## src/rtl/bit_deserializer_if.sv

```systemverilog
// Handshake bundle between the serial bit source/word sink and bit_deserializer.
// The master side drives serial bits and downstream ready; the slave side returns words.
interface bit_deserializer_if #(
   parameter int WIDTH = 8
);
   logic             i_bit;
   logic             i_bitValid;
   logic             i_flush;
   logic             i_ready;
   logic             i_clrOverflow;
   logic [WIDTH-1:0] o_data;
   logic             o_valid;
   logic             o_busy;
   logic             o_overflow;

   modport master (
      output i_bit, i_bitValid, i_flush, i_ready, i_clrOverflow,
      input  o_data, o_valid, o_busy, o_overflow
   );

   modport slave (
      input  i_bit, i_bitValid, i_flush, i_ready, i_clrOverflow,
      output o_data, o_valid, o_busy, o_overflow
   );
endinterface

```

## src/rtl/bit_deserializer.sv

```systemverilog
// Collects qualified serial bits into WIDTH-bit words with a one-word output holding
// register, valid/ready output handshake and a sticky overflow flag for dropped words.
module bit_deserializer #(
   parameter int WIDTH     = 8,
   parameter bit MSB_FIRST = 1'b1
) (
   input  logic            i_clk,
   input  logic            i_rst,
   bit_deserializer_if.slave bus
);
   localparam int CNT_W = (WIDTH > 1) ? $clog2(WIDTH) : 1;

   logic [WIDTH-1:0] sr_r;
   logic [CNT_W-1:0] cnt_r;
   logic [WIDTH-1:0] data_r;
   logic             valid_r;
   logic             overflow_r;

   logic [WIDTH-1:0] sr_next_s;
   logic             shift_s;
   logic             done_s;
   logic             drain_s;
   logic             load_s;
   logic             drop_s;

   // Next shift-register value and word completion / load / drop decisions.
   always_comb begin
      sr_next_s = sr_r;
      if (MSB_FIRST) begin
         sr_next_s = {sr_r[WIDTH-2:0], bus.i_bit};
      end else begin
         sr_next_s = {bus.i_bit, sr_r[WIDTH-1:1]};
      end
      shift_s = bus.i_bitValid & ~bus.i_flush;
      done_s  = shift_s & (cnt_r == CNT_W'(WIDTH - 1));
      drain_s = valid_r & bus.i_ready;
      // A completed word may load into a slot that is being drained on this same edge.
      load_s  = done_s & (~valid_r | drain_s);
      drop_s  = done_s & ~load_s;
   end

   // Shift register, bit counter, output register and overflow flag.
   always_ff @(posedge i_clk or posedge i_rst) begin
      if (i_rst) begin
         sr_r       <= {WIDTH{1'b0}};
         cnt_r      <= {CNT_W{1'b0}};
         data_r     <= {WIDTH{1'b0}};
         valid_r    <= 1'b0;
         overflow_r <= 1'b0;
      end else begin
         if (bus.i_flush) begin
            cnt_r <= {CNT_W{1'b0}};
         end else if (shift_s) begin
            sr_r  <= sr_next_s;
            cnt_r <= done_s ? {CNT_W{1'b0}} : (cnt_r + CNT_W'(1));
         end else begin
            cnt_r <= cnt_r;
         end

         if (load_s) begin
            data_r  <= sr_next_s;
            valid_r <= 1'b1;
         end else if (drain_s) begin
            valid_r <= 1'b0;
         end else begin
            valid_r <= valid_r;
         end

         if (drop_s) begin
            overflow_r <= 1'b1;
         end else if (bus.i_clrOverflow) begin
            overflow_r <= 1'b0;
         end else begin
            overflow_r <= overflow_r;
         end
      end
   end

   assign bus.o_data     = data_r;
   assign bus.o_valid    = valid_r;
   assign bus.o_overflow = overflow_r;
   assign bus.o_busy     = (cnt_r != {CNT_W{1'b0}});
endmodule

```

## src/flat_wrapper.sv

```systemverilog
// flat-port wrapper written by rule: the top's interface ports become plain ports
module bit_deserializer_flat 
#(
   parameter int WIDTH     = 8,
   parameter bit MSB_FIRST = 1'b1
)
  (i_clk, i_rst, bus_i_bit, bus_i_bitValid, bus_i_flush, bus_i_ready, bus_i_clrOverflow, bus_o_data, bus_o_valid, bus_o_busy, bus_o_overflow);
  bit_deserializer_if #(.WIDTH(WIDTH)) bus_i ();
  input  logic i_clk;
  input  logic i_rst;
  input wire logic [$bits(bus_i.i_bit)-1:0] bus_i_bit;
  input wire logic [$bits(bus_i.i_bitValid)-1:0] bus_i_bitValid;
  input wire logic [$bits(bus_i.i_flush)-1:0] bus_i_flush;
  input wire logic [$bits(bus_i.i_ready)-1:0] bus_i_ready;
  input wire logic [$bits(bus_i.i_clrOverflow)-1:0] bus_i_clrOverflow;
  output wire logic [$bits(bus_i.o_data)-1:0] bus_o_data;
  output wire logic [$bits(bus_i.o_valid)-1:0] bus_o_valid;
  output wire logic [$bits(bus_i.o_busy)-1:0] bus_o_busy;
  output wire logic [$bits(bus_i.o_overflow)-1:0] bus_o_overflow;
  assign bus_i.i_bit = bus_i_bit;
  assign bus_i.i_bitValid = bus_i_bitValid;
  assign bus_i.i_flush = bus_i_flush;
  assign bus_i.i_ready = bus_i_ready;
  assign bus_i.i_clrOverflow = bus_i_clrOverflow;
  assign bus_o_data = bus_i.o_data;
  assign bus_o_valid = bus_i.o_valid;
  assign bus_o_busy = bus_i.o_busy;
  assign bus_o_overflow = bus_i.o_overflow;
  bit_deserializer #(.WIDTH(WIDTH), .MSB_FIRST(MSB_FIRST)) u_core (.i_clk(i_clk), .i_rst(i_rst), .bus(bus_i));
endmodule
```

## config.mk

```make
export PLATFORM = sky130hd
export DESIGN_NAME = bit_deserializer_flat
export DESIGN_NICKNAME = d
export VERILOG_FILES = /design/src/rtl/bit_deserializer_if.sv /design/src/rtl/bit_deserializer.sv /design/src/flat_wrapper.sv
export SDC_FILE = /design/constraint.sdc
export NUM_CORES = 1
export LEC_CHECK = 0
export ABC_AREA = 1
export CORE_MARGIN = 5
export CORE_UTILIZATION = 44
export DETAILED_ROUTE_END_ITERATION = 7
export PLACE_DENSITY = 0.83
export SLEW_MARGIN = 20
export SYNTH_ARGS = -nofsm -noshare
export SYNTH_HDL_FRONTEND = slang
export SYNTH_SLANG_ARGS = --single-unit
```

## constraint.sdc

```tcl
create_clock -name i_clk -period 1.2 [get_ports i_clk]
set_input_delay 0.24 -clock i_clk [delete_from_list [all_inputs] [get_ports i_clk]]
set_output_delay 0.24 -clock i_clk [all_outputs]
set_load 0.1 [all_outputs]
```

==> flow_metrics.tcl <==
set metrics [dict create \
    die_x_um 54.7 \
    cts_root_buf "clkbuf_4" \
    nets 132 \
    portBuffers 17 \
    synth_top_area_cell "dfrtp_1" \
    timing.slew.headroom_pct 83.3 \
    yosys_warnings 0 \
    worstMarginPinSlew_ps 250 \
    syn_area_per_cell_um2 9.44 \
    cts_buffer_depth 2 \
    period_share_pct 116 \
    synthCells 93 \
    power_uw 1540 \
    clk_latency_ps 280 \
    seq_area_frac_synth_pct 57.0 \
    dpl-instance-area_um2 1220 \
    r2r_slack_ps -190 \
    cts_buffers 3 \
    synthTopCellsByArea "dfrtp_1, nand2_1, nand4_1" \
    fin_worst_skew_ps 3.78 \
    critPathMaxFanout 2 \
    via_per_inst 4.74 \
    syn-num-nets 103 \
    drc 0 \
    layout_setup_ws_ps -189 \
    slew_viol_final 0 \
    drt_wl_total_um 1850 \
    critical_path_class "reg -> out" \
    status "finished with violations" \
    cp-end-kind "output pin" \
    cts_tree "done" \
    gp_congestion 0.780 \
    ys_types 16 \
    first_global_vias 768 \
    syn2layout_area_growth_pct 54.6 \
    drt_pass1_iterations 4 \
    synth_top_area_share_pct 57.0 \
    initial_core_util_pct 45.2 \
    clk_pin_slew_ps 110 \
    drv_cap 0 \
    antenna_left 0 \
    cts-htree-levels 1 \
    holdBufCountCts 0 \
    synth_seq_cells 20 \
    dp_hpwl_um 1340 \
    cts_sinks 20 \
    p_per_area_nw_per_um2 1140 \
    vias 701 \
    grt_pass1_wl_um 3390 \
    rsz0062_at_grt "yes" \
    syn_area_um2 878 \
    drive_above_1_share_pct 34.7 \
    io_pins 18 \
    design.core.area_um2 1940 \
    std_cell_rows 16 \
    ir_worst_vdd_mv 0.681 \
    grt_overflow 0 \
    leakage_uw 0.000654 \
    post-route-min-period_ps 1390 \
    wire_per_inst_um 12.5 \
    antenna_found_initial 0 \
    setup_viol 14 \
    grt_max_degree 21 \
    violations "setup timing" \
    num_antenna_cells 0 \
    worstPathRequired_ps 960 \
    rr_worst_depth 7 \
    max_freq_ghz 0.720 \
    fin_area_um2 1360 \
    critPathLaunchType "flip-flop" \
    die_area_um2 2990 \
    final_util_pct 69.9 \
    min-delay-path-class "in -> async" \
    track_usage_pct 15.8 \
    arrival_ps 1150 \
    drt_iter0_drc 7 \
    hold_viol_final 0 \
    die_h_um 54.7 \
]
==> report_power, final <==
group	total, uW	switching, uW	internal [uW]
Sequential	760	36.8	724
Clock	525	189	337
Combinational	258	148	110
==> critical path: stages, from the launching register on <==
cell	delay, ps
dfrtp_1	400
inv_2	60
ha_4	160
nand2_4	60
buf_12	170
==> kinds of logic after synthesis <==
group                    synth area share, %
AND/OR/NAND/NOR                         23.4
AO/OA/AOI/OAI                           6.98
buffers and inverters                   8.40
adder cells (fa/ha/maj)                 4.27
flip-flops                              57.0
==> cell usage after synthesis <==
library cell and number:
o21ai_2 3, dfrtp_1 20, ha_1 3, o21ai_1 4, nand2_1 30, inv_1 11, nor2_4 1, nand3_1 3
inv_2 1, nand4_1 8, or2_2 1, buf_2 2, o21ai_0 3, nand3_2 1, buf_4 1, buf_6 1
==> per-stage QoR <==
stage / instances / setup slack (ps) / hold slack, ps / setup TNS [ps]
detailed placement: 139 / -150 / 461 / -2030
finish: 148 / -189 / 280 / -1860
CTS: 148 / -167 / 280 / -1480
floorplan: 93 / 13.9 / 204 / 0
global route: 148 / -228 / 290 / -2600
global placement: 139 / -130 / 460 / -1670
==> path summary, 6_finish.rpt <==
check	start	to
setup / recovery	u_core.cnt_r[0]$_DFFE_PP0P_	bus_o_busy
setup reg to reg	u_core.cnt_r[0]$_DFFE_PP0P_	u_core.bus.o_data[1]$_DFFE_PP0P_
max in group asynchronous	i_rst	u_core.bus.o_valid$_DFFE_PP0P_
min in group i_clk	u_core.sr_r[6]$_DFFE_PP0P_	u_core.sr_r[6]$_DFFE_PP0P_
hold / removal	i_rst	u_core.sr_r[2]$_DFFE_PP0P_
hold reg to reg	u_core.sr_r[6]$_DFFE_PP0P_	u_core.sr_r[6]$_DFFE_PP0P_
==> sequential cells by signal, summed over array words and instances, names as in the netlist <==
signal / count
u_core.bus.o_data: 8
u_core.cnt_r: 3
u_core.sr_r: 7
u_core.bus.o_valid: 1
u_core.bus.o_overflow: 1
==> metal layers <==
layer	routed length, um	global-route usage (%)
met5	0	0
met4	9	4.56
met3	44	2.72
met2	1050	29.3
met1	746	18.2
==> cell usage in the layout, fill, tap and decap left out <==
cell / instances
dfrtp_4: 1
buf_6: 2
clkdlybuf4s50_1: 6
nand3_1: 3
clkbuf_4: 3
or2_2: 1
nand2_4: 1
dfrtp_1: 19
o21ai_1: 4
buf_4: 9
inv_1: 8
buf_12: 11
nand4_1: 8
nand3_2: 1
inv_2: 4
bufinv_16: 1
nand2_1: 28
nand2_2: 1
ha_4: 3
nor2_4: 1
o21ai_0: 3
o21ai_2: 3
==> timing repair <==
action / CTS / global route
resized for setup: 12 / 0
endpoints found under the setup margin: 13 / 15
setup buffers: 5 / 0
pin swaps: 5 / 3
==> area by class of cell <==
class,instances,area [um^2]
clock inverter,1,30.0
multi-input combinational,57,352
tap,27,33.8
fill,138,584
clock buffer,3,22.5
timing repair buffer,28,370
sequential,20,504
inverter,12,45.0
Note: power is estimated with default switching activity, not from simulation.
